## src/rtl/nmix_pkg.sv

```systemverilog
// Shared types for the nmix engine: FSM state encoding and mode constants.
package nmix_pkg;

   typedef enum logic [1:0] {
      IDLE = 2'd0,
      RUN  = 2'd1,
      DONE = 2'd2
   } nmix_state_t;

   localparam logic MODE_FWD = 1'b0;
   localparam logic MODE_INV = 1'b1;

endpackage

```

## src/rtl/nmix_slice.sv

```systemverilog
// Combinational BPC-bit mix chunk with running-parity carry, LSB first.
module nmix_slice
   import nmix_pkg::*;
#(
   parameter int unsigned BPC = 1
) (
   input  logic [BPC-1:0] xc,
   input  logic [BPC-1:0] rc,
   input  logic           cin,
   input  logic           mode,
   output logic [BPC-1:0] yc,
   output logic           cout
);

   logic par;
   logic yb;

   always_comb begin
      par = cin;
      yb  = 1'b0;
      yc  = '0;
      for (int i = 0; i < int'(BPC); i++) begin
         yb    = xc[i] ^ rc[i] ^ par;
         yc[i] = yb;
         // parity follows the plaintext bit: x going forward, recovered y going inverse
         par   = par ^ (((mode == MODE_INV) ? yb : xc[i]) & rc[i]);
      end
      cout = par;
   end

endmodule

```

## src/rtl/nmix_engine.sv

```systemverilog
// Multi-cycle bit-serial mix/unmix engine processing BPC bits per cycle.
// Inverse mode is compiled in only when NMIX_INV_EN is defined.
module nmix_engine
   import nmix_pkg::*;
#(
   parameter int unsigned WIDTH = 32,
   parameter int unsigned BPC   = 1
) (
   input  logic             clk,
   input  logic             reset,
   input  logic             start,
   input  logic             mode,
   input  logic [WIDTH-1:0] x,
   input  logic [WIDTH-1:0] r,
   output logic [WIDTH-1:0] y,
   output logic             busy,
   output logic             done
);

   localparam int unsigned NCHUNK = WIDTH / BPC;
   localparam int unsigned CW     = (NCHUNK > 1) ? $clog2(NCHUNK) : 1;

   if (WIDTH < 2 || BPC == 0 || (WIDTH % BPC) != 0) begin : g_bad_cfg
      $error("nmix_engine: WIDTH must be >= 2 and divisible by BPC");
   end

   nmix_state_t      state, state_n;
   logic [CW-1:0]    cnt;
   logic [WIDTH-1:0] x_q, r_q;
   logic             mode_q;
   logic             c_q;
   logic             last;
   logic             accept;
   logic [BPC-1:0]   yc;
   logic             cout;

   assign last   = (cnt == CW'(NCHUNK - 1));
   assign accept = start && (state != RUN);

   nmix_slice #(.BPC(BPC)) u_slice (
      .xc   (x_q[BPC-1:0]),
      .rc   (r_q[BPC-1:0]),
      .cin  (c_q),
      .mode (mode_q),
      .yc   (yc),
      .cout (cout)
   );

   always_ff @(posedge clk) begin
      if (reset) state <= IDLE;
      else       state <= state_n;
   end

   always_comb begin
      state_n = state;
      case (state)
         IDLE:    if (start) state_n = RUN;
         RUN:     if (last)  state_n = DONE;
         DONE:    state_n = start ? RUN : IDLE;
         default: state_n = IDLE;
      endcase
   end

   // Operands shift down one chunk per cycle; results enter at the top and settle LSB-aligned.
   always_ff @(posedge clk) begin
      if (reset) begin
         y      <= '0;
         busy   <= 1'b0;
         done   <= 1'b0;
         x_q    <= '0;
         r_q    <= '0;
         mode_q <= MODE_FWD;
         c_q    <= 1'b0;
         cnt    <= '0;
      end else begin
         busy <= (state_n == RUN);
         done <= (state_n == DONE);
         if (accept) begin
            x_q <= x;
            r_q <= r;
`ifdef NMIX_INV_EN
            mode_q <= mode;
`else
            // forward-only build: mode is tied off
            mode_q <= mode & MODE_FWD;
`endif
            c_q <= 1'b0;
            cnt <= '0;
         end else if (state == RUN) begin
            x_q <= x_q >> BPC;
            r_q <= r_q >> BPC;
            c_q <= cout;
            y   <= (y >> BPC) | (WIDTH'(yc) << (WIDTH - BPC));
            cnt <= last ? '0 : cnt + CW'(1);
         end
      end
   end

endmodule

```

## config.mk

```make
export PLATFORM = sky130hd
export DESIGN_NAME = nmix_engine
export DESIGN_NICKNAME = d
export VERILOG_FILES = /design/src/rtl/nmix_pkg.sv /design/src/rtl/nmix_slice.sv /design/src/rtl/nmix_engine.sv
export SDC_FILE = /design/constraint.sdc
export NUM_CORES = 1
export LEC_CHECK = 0
export CAP_MARGIN = 25
export CORE_MARGIN = 2
export CORE_UTILIZATION = 46
export CTS_CLUSTER_DIAMETER = 120
export DETAILED_ROUTE_END_ITERATION = 8
export HOLD_SLACK_MARGIN = 0.15
export PLACE_DENSITY = 0.77
export RECOVER_POWER = 25
export SLEW_MARGIN = 20
export SYNTH_ARGS = -nofsm -noshare
export SYNTH_HDL_FRONTEND = slang
export SYNTH_SLANG_ARGS = --single-unit
```

## constraint.sdc

```tcl
create_clock -name clk -period 1.6 [get_ports clk]
set_input_delay 0.16 -clock clk [delete_from_list [all_inputs] [get_ports clk]]
set_output_delay 0.16 -clock clk [all_outputs]
set_load 0.05 [all_outputs]
```

# --- Yosys cells after proc, flatten, opt, wreduce, memory -nomap -nowiden ---
# Cells that the tools add are included.
word_totals:
  register_bits: 106
  inputBits: 68
  wordCells: 35
classes:
  reduce_logical: 5
  bitwise: 6
  addsub: 1
  muxes: 9
  n_eq_ne: 6
ops:
  columns: ["operator", "n"]
  rows:
  - ["$mux W32", 4]
  - ["$or A31 B32 Y32", 1]
  - ["$pmux W2 S3", 1]
  - ["$add A5 B1 Y5 const B", 1]
  - ["$eq A5 B5 Y1 const B", 1]
  - ["$mux W5", 1]
  - ["$eq A2 B1 Y1 const B", 2]
  - ["$eq A2 B2 Y1 const B", 2]
  - ["$mux W2", 2]
  - ["$xor A1 B1 Y1", 3]
  - ["$logic_not A2 Y1", 1]
  - ["$ne A2 B1 Y1 const B", 1]
  - ["$reduce_and A2 Y1", 1]
  - ["$reduce_bool A2 Y1", 1]
  - ["$reduce_or A2 Y1", 1]
  - ["$and A1 B1 Y1", 1]
  - ["$logic_and A1 B1 Y1", 1]
  - ["$mux W1", 1]
  - ["$not A1 Y1", 1]

# --- Longest topological paths before layout ---
depth:
  word_depth: 4
  depth_mapped: 7
  ltp_nobuf: 7

# --- By module ---
# Synthesis repeated with hierarchy kept, for this count alone.
hier_totals:
  cells_unflattened: 475
  hier_area_um2: 4351.7
modules_own_cells:
  columns: ["mod", "seq_area_each_um2", "cells_each", "area_each_um2", "instances"]
  rows:
  - ["nmix_engine", 2122.0, 470, 4311.6, 1]
  - ["nmix_slice", 0.0, 5, 40.0, 1]

# --- Least setup slack after synthesis ---
# OpenSTA, ideal clock, no wires.
synth_timing:
  kind: "register to register"
  from: "register cnt[0]"
  to: "register cnt[3]"
  slack_ns: 0.057
  arrival_ns: 1.472
  n_path_buf: 0
  stages_incl_launch_ff: 8
  setup_time_ns: 0.070
  path_cell_list: "dfxtp_1 ha_1 and3_1 ha_1 inv_1 nand2_2 or3_1 a21oi_1"
synth_between:
  elab_chain_len: 2
  elab_cells_between_ends: 3
synth_lines:
  columns: ["item", "line_no", "source"]
  rows:
  - ["start, declared", "nmix_engine.sv:28", "logic [CW-1:0] cnt;"]
  - ["start signal, assigned", "nmix_engine.sv:94", "cnt <= last ? '0 : cnt + CW'(1);"]
  - ["$add A5 B1 Y5 or $eq A5 B5 Y1 (tied branches)", "nmix_engine.sv:94, nmix_engine.sv:37", null]
  - ["$mux W5 (*)", "nmix_engine.sv:94", null]
# Mark *: on every way between the ends. The rest lies on a longest branch, timed or not.
# A chain may end at the register's enable or synchronous reset.

# --- Worst setup path after layout ---
layout_timing:
  from: "register cnt[1]"
  to: "register cnt[3]"
# The elaborated chain is that of the path after synthesis.

==> metrics.md <==
| Metric | Value |
|---|---|
| Starting Density | `0.4748` |
| Critical Path AT | `1.82 ns` |
| Placed insts | `685` |
| Synth top area share | `0.4552` |
| HP Class | `input port to flip-flop` |
| Clock Root Buffer | `clkbuf_8` |
| Syn nets | `542` |
| Worst Hold Launch | `reset` |
| Crit path capture type | `flip-flop` |
| Relative slew slack | `0.5779` |
| Seq/Total Area, Yosys | `0.4552` |
| Largest net degree at the start of global routing | `36` |
| Vias/cell | `5.056` |
| Sequential power share | `0.515` |
| WL per Instance | `13.17 um` |
| Worst-path clk slew | `0.09 ns` |
| Die Ht | `104.7 um` |
| Placed Area | `5744 um^2` |
| CTS tree | `yes` |
| WL final | `9.209 mm` |
| DRC viols | `0` |
| Total power draw | `0.005597 W` |
| Kind of critical path | `flip-flop to flip-flop` |
| Placer Congestion | `0.7247` |
| Ys Warns | `0` |
| Switch Pwr | `0.001414 W` |
| Combinational Power Share | `0.165` |
| Final Max Slew Viols | `0` |
| First DRT Iteration DRCs | `80` |
| MaxCap Viol Count | `0` |
| Horiz. Die Dim | `104.7 um` |
| CP cell instances | `ha_2 > and3_1 > ha_1 > inv_2 > nand2_2 > or3_1 > a21oi_1` |
| Hold_buf cts | `0` |
| Core region area | `9819 um^2` |
| Vias in the first global route | `3403` |
| Post-DP HPWL | `6.435 mm` |
| Slowest-stage cell, CP | `dfxtp_1` |
| Grt total ovfl | `0` |
| Pwr Density | `958.2 nW/um^2` |
| Leak | `2.255 nW` |
| Initial antenna violation count | `0` |
| Fill count | `927` |
| Synthesized cell area | `4662 um^2` |
| #FFs+latches synth | `106` |
| Max incr delay on CP | `0.34 ns` |
| Critical path launch point type | `flip-flop` |
| Crit path required time | `1.89 ns` |
| Crit Path Max Fanout | `4` |
| Slew at the pin with the worst max-slew slack | `0.6359 ns` |
| DR vias | `3534` |
| Reg-to-reg critical path endpoint | `cnt[3]` |
| Cell row count | `36` |
| Synth area leaders | `dfxtp_1 46%, a211oi_2 14%, mux2i_1 14%, nor2_1 5.3%, nand2_1 5.2%` |
| Worst hold path depth | `2` |
| Antenna-violating nets left | `0` |
| Dominant cell type by area after synthesis | `dfxtp_1` |
| Cell Int Power | `0.004184 W` |
| Sw frac | `0.2526` |
| Layout cells sized above 1 | `0.1784` |
| Run status | `finished, final reports clean` |
| Clock Path Buffers | `2` |
| Finished Layout Cells | `699` |
| Worst Path Buf+Inv | `1` |
| Final setup viols | `0` |
| Final Cell Area | `5842 um^2` |
| First-pass GRT wire length | `15.84 mm` |
| Die Footprint | `10960 um^2` |
| N_diodes | `0` |
| Layout area overhead | `25.31%` |
| Ports | `102` |
| Cells after Synth | `471` |
| Layout Nets | `634` |
| # clock sinks | `106` |
| Hold WS | `0.2349 ns` |
| Avg Cell Area, Syn | `9.898 um^2` |
| 1st-pass router iterations | `4` |
| Worst IR Drop VDD | `0.0003914 V` |
| Hold Path End | `cnt[0]` |
| FMAX | `654.3 MHz` |
| Final TNS setup | `0 ns` |
| R2R Path Start | `cnt[1]` |
| Fin crit share | `0.9552` |
| Skew final | `0.01496 ns` |
| Flop-to-flop setup slack | `0.07 ns` |
| RSZ-0062 raised after global routing | `no` |
| IO buf count | `100` |
| Clock share of power | `0.320` |
| Post-synthesis cell type count | `27` |
| Total GRT Usage | `0.1733` |
| R2R cell count | `7` |
| Final Hold Viols | `0` |
| CTS buffer count | `9` |
| H-tree levels | `3` |
| Clk_lat worst skew | `0.36 ns` |
| Family with the most delay on the worst path | `simple AND/OR/NAND/NOR gates` |
| Minimum clock period | `1.528 ns` |
## cell usage after synthesis (all sizes together)
master and number:
mux2i 64, nand4b 1, and3 2, nand3 1, nor3 6, a211oi 63
dfxtp 106, or3 1, ha 3, xnor2 1, a21oi 39, o21ai 3
nand2b 2, nand2 65, clkbuf 8, nor2 66, nor2b 1, buf 35
nand3b 3, inv 1
## registers in the layout (all words and copies together) (netlist names)
signal,count
c_q,1
y,32
done,1
cnt,5
state,2
x_q,32
r_q,32
busy,1
## worst max-delay path by stage
stage                 from      to  cells after the start
floorplan           cnt[0]  cnt[3]                      7
global placement    cnt[0]  cnt[3]                      7
detailed placement  cnt[1]  cnt[3]                      7
CTS                 cnt[1]  cnt[3]                      7
global route        cnt[1]  cnt[3]                      7
finish              cnt[1]  cnt[3]                      7
## cells by family after synthesis
family | share of synthesized area
simple gates | 0.1283
flops | 0.4552
compound gates | 0.2045
mux | 0.1374
buf+inv | 0.06468
fa+ha+maj | 0.008052
xor+xnor | 0.001879
## layout by cell type, fill, tap and decap left out, types with 2 or more instances in the layout
cell	count
a211oi_1	9
a211oi_2	54
a21oi_1	39
and3_1	2
buf_12	9
buf_4	18
bufinv_16	2
clkbuf_1	33
clkbuf_8	10
clkdlybuf4s50_1	64
dfxtp_1	106
ha_1	2
mux2i_1	64
nand2_1	64
nand3b_1	3
nor2_1	66
nor3_1	5
o21ai_1	3
## metrics by stage
step	utilization	setup WS, ns
detailed placement	0.5850	0.02017
finish	0.5949	0.07163
CTS	0.6068	0.01306
global placement	0.5850	0.06507
floorplan	-	0.05716
global route	0.5949	0.007111
## worst reg2reg max path, stage by stage, from the launching register on
cell and delay [ns]:
dfxtp_1 0.34, ha_2 0.20, and3_1 0.18, ha_1 0.20
inv_2 0.09, nand2_2 0.05, or3_1 0.30, a21oi_1 0.11
## routing by layer
| metal | part of all wire | vias up | GRT usage |
|---|---|---|---|
| met5 | 0 | - | 0 |
| met4 | 0.011 | 0 | 0.05143 |
| met3 | 0.047 | 10 | 0.04117 |
| met2 | 0.48 | 69 | 0.2932 |
| met1 | 0.46 | 1640 | 0.2200 |
| li1 | - | 1815 | - |
## repair_timing
item / in CTS / in global routing
endpoints found under the setup margin: 0 / 2
setup buffers: 0 / 0
resized for setup: 0 / 3
## area by class of cell
| type | instances | area [um^2] | area share |
|---|---|---|---|
| multi-input cells | 321 | 2256 | 0.3862 |
| flip-flops and latches | 106 | 2122 | 0.3632 |
| repair buffers | 124 | 1080 | 0.1848 |
| well taps | 133 | 166.4 | 0.02849 |
| clock buffers | 10 | 137.6 | 0.02356 |
| clock inverters | 4 | 76.32 | 0.01306 |
| inverters | 1 | 3.754 | 0.0006425 |
## power groups by stage
stage | Combinational (W) | Clock, W | Sequential, W
after floorplan | 0.000640 | 0 | 0.00295
after global placement | 0.000914 | 0 | 0.00294
after detailed placement | 0.000939 | 0 | 0.00295
after CTS | 0.000942 | 0.00186 | 0.00289
after global routing | 0.00101 | 0.00194 | 0.00291
final | 0.000923 | 0.00179 | 0.00288
No activity file was read; power rests on OpenSTA's default activity.
